===== config.mk =====
export PLATFORM = sky130hd
export DESIGN_NAME = subtractor_serial_nbit
export DESIGN_NICKNAME = d
export VERILOG_FILES = /design/src/rtl/subtractor_serial_nbit_pkg.sv /design/src/rtl/subtractor_serial_nbit_1bit.sv /design/src/rtl/subtractor_serial_nbit.sv
export SDC_FILE = /design/constraint.sdc
export NUM_CORES = 1
export LEC_CHECK = 0
export ABC_AREA = 0
export CAP_MARGIN = 20
export CORE_ASPECT_RATIO = 0.7
export CORE_MARGIN = 4
export CORE_UTILIZATION = 50
export DETAILED_ROUTE_END_ITERATION = 8
export DONT_BUFFER_PORTS = 1
export MAX_ROUTING_LAYER = met4
export PLACE_DENSITY = 0.77
export SYNTH_ARGS = -nofsm -noshare
export SYNTH_HDL_FRONTEND = slang
export SYNTH_SLANG_ARGS = --single-unit

===== constraint.sdc =====
create_clock -name clk -period 3.9 [get_ports clk]
set_input_delay 0.39 -clock clk [delete_from_list [all_inputs] [get_ports clk]]
set_output_delay 0.39 -clock clk [all_outputs]
set_load 0.03 [all_outputs]

===== src/rtl/subtractor_serial_nbit_pkg.sv =====
// Shared types and helpers for the bit-serial subtractor.
// FSM state encoding and the bit-counter width function.
package subtractor_pkg;

   typedef enum logic [1:0] {
      IDLE = 2'b00,
      RUN  = 2'b01,
      DONE = 2'b10
   } state_e;

   // Counter must index bits 0..w-1; never narrower than one bit.
   function automatic int unsigned cnt_width(input int unsigned w);
      return (w <= 1) ? 1 : $clog2(w);
   endfunction

endpackage


===== src/rtl/subtractor_serial_nbit_1bit.sv =====
// Single-bit full subtractor: Diff = A - B - Bin with borrow out.
module subtractor_1bit (
   input  logic A,
   input  logic B,
   input  logic Bin,
   output logic Diff,
   output logic Bout
);

   assign Diff = A ^ B ^ Bin;
   assign Bout = (~A & B) | (~(A ^ B) & Bin);

endmodule


===== src/rtl/subtractor_serial_nbit.sv =====
// Bit-serial unsigned subtractor, Diff = A - B mod 2^WIDTH, LSB first.
// Operands accepted in IDLE, WIDTH RUN cycles, result held in DONE
// until out_ready. Optional Borrow output when SUB_BORROW_OUT_EN is defined.
module subtractor_serial_nbit
   import subtractor_pkg::*;
#(
   parameter int unsigned WIDTH = 32
) (
   input  logic             clk,
   input  logic             rst_n,
   input  logic             in_valid,
   output logic             in_ready,
   input  logic [WIDTH-1:0] A,
   input  logic [WIDTH-1:0] B,
   output logic             out_valid,
   input  logic             out_ready,
   output logic [WIDTH-1:0] Diff
`ifdef SUB_BORROW_OUT_EN
   ,
   output logic             Borrow
`endif
);

   localparam int unsigned      CNT_W    = cnt_width(WIDTH);
   localparam logic [CNT_W-1:0] LAST_BIT = CNT_W'(WIDTH - 1);

   state_e             state_q, state_d;
   logic [WIDTH-1:0]   a_sr_q, a_sr_d;
   logic [WIDTH-1:0]   b_sr_q, b_sr_d;
   logic [WIDTH-1:0]   diff_sr_q, diff_sr_d;
   logic [CNT_W-1:0]   bit_cnt_q, bit_cnt_d;
   logic               borrow_q, borrow_d;
   logic               bit_diff;
   logic               bit_bout;
   logic [WIDTH:0]     diff_cat;

   subtractor_1bit u_bit (
      .A    (a_sr_q[0]),
      .B    (b_sr_q[0]),
      .Bin  (borrow_q),
      .Diff (bit_diff),
      .Bout (bit_bout)
   );

   // New result bit enters at the MSB; the concatenation keeps WIDTH=1 legal.
   assign diff_cat = {bit_diff, diff_sr_q} >> 1;

   // Next-state and handshake outputs of the control FSM.
   always_comb begin
      state_d   = state_q;
      in_ready  = 1'b0;
      out_valid = 1'b0;
      unique case (state_q)
         IDLE: begin
            in_ready = 1'b1;
            if (in_valid) state_d = RUN;
         end
         RUN: begin
            if (bit_cnt_q == LAST_BIT) state_d = DONE;
         end
         DONE: begin
            out_valid = 1'b1;
            if (out_ready) state_d = IDLE;
         end
         default: state_d = IDLE;
      endcase
   end

   // Datapath next-state: load on accept, shift one bit per RUN cycle, hold otherwise.
   always_comb begin
      a_sr_d    = a_sr_q;
      b_sr_d    = b_sr_q;
      diff_sr_d = diff_sr_q;
      bit_cnt_d = bit_cnt_q;
      borrow_d  = borrow_q;
      case (state_q)
         IDLE: begin
            if (in_valid) begin
               a_sr_d    = A;
               b_sr_d    = B;
               borrow_d  = 1'b0;
               bit_cnt_d = '0;
            end
         end
         RUN: begin
            a_sr_d    = a_sr_q >> 1;
            b_sr_d    = b_sr_q >> 1;
            diff_sr_d = diff_cat[WIDTH-1:0];
            borrow_d  = bit_bout;
            bit_cnt_d = bit_cnt_q + CNT_W'(1);
         end
         default: ;
      endcase
   end

   // State and datapath registers; reset aborts any operation in flight.
   always_ff @(posedge clk or negedge rst_n) begin
      if (!rst_n) begin
         state_q   <= IDLE;
         a_sr_q    <= '0;
         b_sr_q    <= '0;
         diff_sr_q <= '0;
         bit_cnt_q <= '0;
         borrow_q  <= 1'b0;
      end else begin
         state_q   <= state_d;
         a_sr_q    <= a_sr_d;
         b_sr_q    <= b_sr_d;
         diff_sr_q <= diff_sr_d;
         bit_cnt_q <= bit_cnt_d;
         borrow_q  <= borrow_d;
      end
   end

   assign Diff = diff_sr_q;
`ifdef SUB_BORROW_OUT_EN
   assign Borrow = borrow_q;
`endif

endmodule


==> flow_metrics.tcl <==
set metrics [dict create \
    power_density_nw_per_um2 831 \
    die-area_sq_um 10600 \
    pin_count 102 \
    maxSlewHeadroom_pct 56.2 \
    leakage_nw 2.14 \
    root_buffer "clkbuf_16" \
    place_ws_ps 1660 \
    start_util_pct 52.3 \
    drc 0 \
    synth-seq-area-share_pct 57.8 \
    met3_usage_pct 7.60 \
    status "finished, violations left" \
    synth.most_common_cell "nand2_1" \
    regArea_sq_um 2610 \
    design.core.area_sq_um 8620 \
    synth_nets 538 \
    syn-instance-count 467 \
    rsz0062_at_grt "no" \
    syn_avg_cell_area_sq_um 9.64 \
    fin_setup_tns_ps 0 \
    whs_ps -51.5 \
    cts-buffers-inserted 9 \
    skew_ps 8.35 \
    h-tree-depth 3 \
    min_period_ps 2280 \
    fp-row-count 28 \
    synth-edff-count 0 \
    synth_area_leaders "dfrtp_1 58%, nand2_1 13%, a22oi_1 10%" \
    synthToLayoutAreaGrowth_pct 6.39 \
    vias 3194 \
    gp_congestion 0.765 \
    dpl.hpwl_um 6250 \
    insertion_delay_ps 350 \
    hold_class "in -> async" \
    yosysTopAreaCell "dfrtp_1" \
    setup_viol 0 \
    fillers 779 \
    die_y_um 87.4 \
    routed_wl_um 9710 \
    cts_tree "done" \
    ys_ff_latch 104 \
    synth_flop_cell "dfrtp_1" \
    clock_path_buffers 2 \
    viasPerCell 5.59 \
    synthDistinctLibCells 27 \
    finalNetCount 517 \
    hold_buffers 1 \
    ys_async_sr_fraction_pct 100 \
    path_max_fanout 45 \
    post_cts_resize_count 0 \
    drv_cap 0 \
    syn-cell-area_sq_um 4500 \
    port_buffers 0 \
    arrival_ps 2560 \
    ant_nets 0 \
    report.final.slew_viol_count 0 \
    n_antenna_cell 0 \
    fp.dieW_um 121 \
    drive_gt1_share_pct 5.32 \
    busiest_layer "met2" \
    required_ps 4170 \
    grt_max_degree 105 \
    clock_sinks 104 \
    violations "hold timing" \
    worstMarginPinSlew_ps 656 \
    grt_first_pass_wirelength_um 16100 \
    cts_setup_buffers 0 \
    path_clk_slew_ps 70 \
    ys_top_cells_by_count "154 x nand2_1, 104 x dfrtp_1, 62 x a22oi_1" \
    path_class "reg -> reg" \
    met1_usage_pct 25.8 \
    max_freq_mhz 438 \
    yosysWarnings 0 \
    multi_input_area_sq_um 1650 \
    grt_antenna_before_repair 0 \
    period_share_pct 58.5 \
    wl_per_cell_um 17.0 \
    drt_first_pass_iters 5 \
    first_global_vias 3175 \
    yosysTopAreaCellShare_pct 57.8 \
    final_hold_viol_count 42 \
    track_usage_pct 20.0 \
    ir_worst_vdd_v 0.000320 \
    setup_slack_ps 1620 \
    drtIter0Drc 420 \
    end_kind "flip-flop" \
    start_kind "flip-flop" \
    met2_usage_pct 30.0 \
    grt_overflow 0 \
]
[cell usage in the layout, fill, tap and decap left out, drive strengths merged, types with 2 or more instances in the layout]
| cell | netlist | final |
|---|---|---|
| a21oi | 8 | 8 |
| clkbuf | 9 | 13 |
| dfrtp | 104 | 104 |
| a22oi | 62 | 62 |
| nor2 | 5 | 5 |
| o21ai | 65 | 65 |
| nand2 | 154 | 154 |
| nor2b | 9 | 9 |
| buf | 30 | 7 |
| ha | 2 | 2 |
| a22o | 4 | 4 |
| clkinvlp | 0 | 2 |
| inv | 5 | 5 |
[state kept, by name, summed over array words and instances (netlist names)]
name       flops
Diff          32
a_sr_q        32
b_sr_q        32
bit_cnt_q      5
state_q        2
borrow_q       1
[final timing paths]
kind / slack [ps] / cells after the start / to / from
setup / recovery: 1620 / 5 / b_sr_q[22]$_DFFE_PN0P_ / state_q[1]$_DFFE_PN0P_
hold / removal: -50 / 1 / b_sr_q[16]$_DFFE_PN0P_ / rst_n
setup reg to reg: 1620 / 5 / b_sr_q[22]$_DFFE_PN0P_ / state_q[1]$_DFFE_PN0P_
hold reg to reg: 480 / 2 / a_sr_q[3]$_DFFE_PN0P_ / a_sr_q[3]$_DFFE_PN0P_
max in group asynchronous: 3480 / 1 / state_q[1]$_DFFE_PN0P_ / rst_n
min in group clk: 230 / 1 / b_sr_q[31]$_DFFE_PN0P_ / B[31]
[report_power, final]
part	total, mW	internal [mW]	switching [mW]
clock network	0.886	0.499	0.387
registers	2.18	1.54	0.635
logic	0.917	0.399	0.517
[per-stage QoR]
step / cells / hold slack [ps] / area, sq um / util [%] / power [mW]
floorplan: 467 / 94.4 / 4500 / - / 2.89
global placement: 553 / 97.5 / 4460 / 51.8 / 3.02
detailed placement: 553 / 96.7 / 4460 / 51.8 / 3.10
CTS: 570 / 1.35 / 4780 / 55.4 / 4.01
global route: 571 / 17.2 / 4790 / 55.6 / 4.28
finish: 571 / -51.5 / 4790 / 55.6 / 3.98
[cells by family (layout without fill, tap and decap cells)]
kind of cell | count (synthesis) | count (layout) | share of synthesized area [%]
buffers and inverters | 44 | 28 | 5.59
flip-flops | 104 | 104 | 57.8
AO/OA/AOI/OAI | 144 | 144 | 20.4
adder cells (fa/ha/maj) | 3 | 3 | 1.00
AND/OR/NAND/NOR | 172 | 172 | 15.2
[final cells by class]
type | instances | area share, %
inverter | 5 | 0.392
tap | 120 | 3.13
multi-input combinational | 319 | 34.5
sequential | 104 | 54.4
clock buffer | 13 | 5.01
clock inverter | 3 | 0.940
timing repair buffer | 7 | 1.67
[critical path: stages, from the launching register on]
cell and delay, ps:
dfrtp_2 750, buf_4 430, o21bai_4 300, buf_4 480, nand2_1 120, o21ai_1 80
[per-layer routing]
| layer | vias to the layer above | wire, um |
|---|---|---|
| li1 | 1552 | - |
| met1 | 1550 | 4270 |
| met2 | 84 | 4590 |
| met3 | 8 | 769 |
| met4 | 0 | 72 |
| met5 | - | 0 |
No activity file was read; power rests on OpenSTA's default activity.
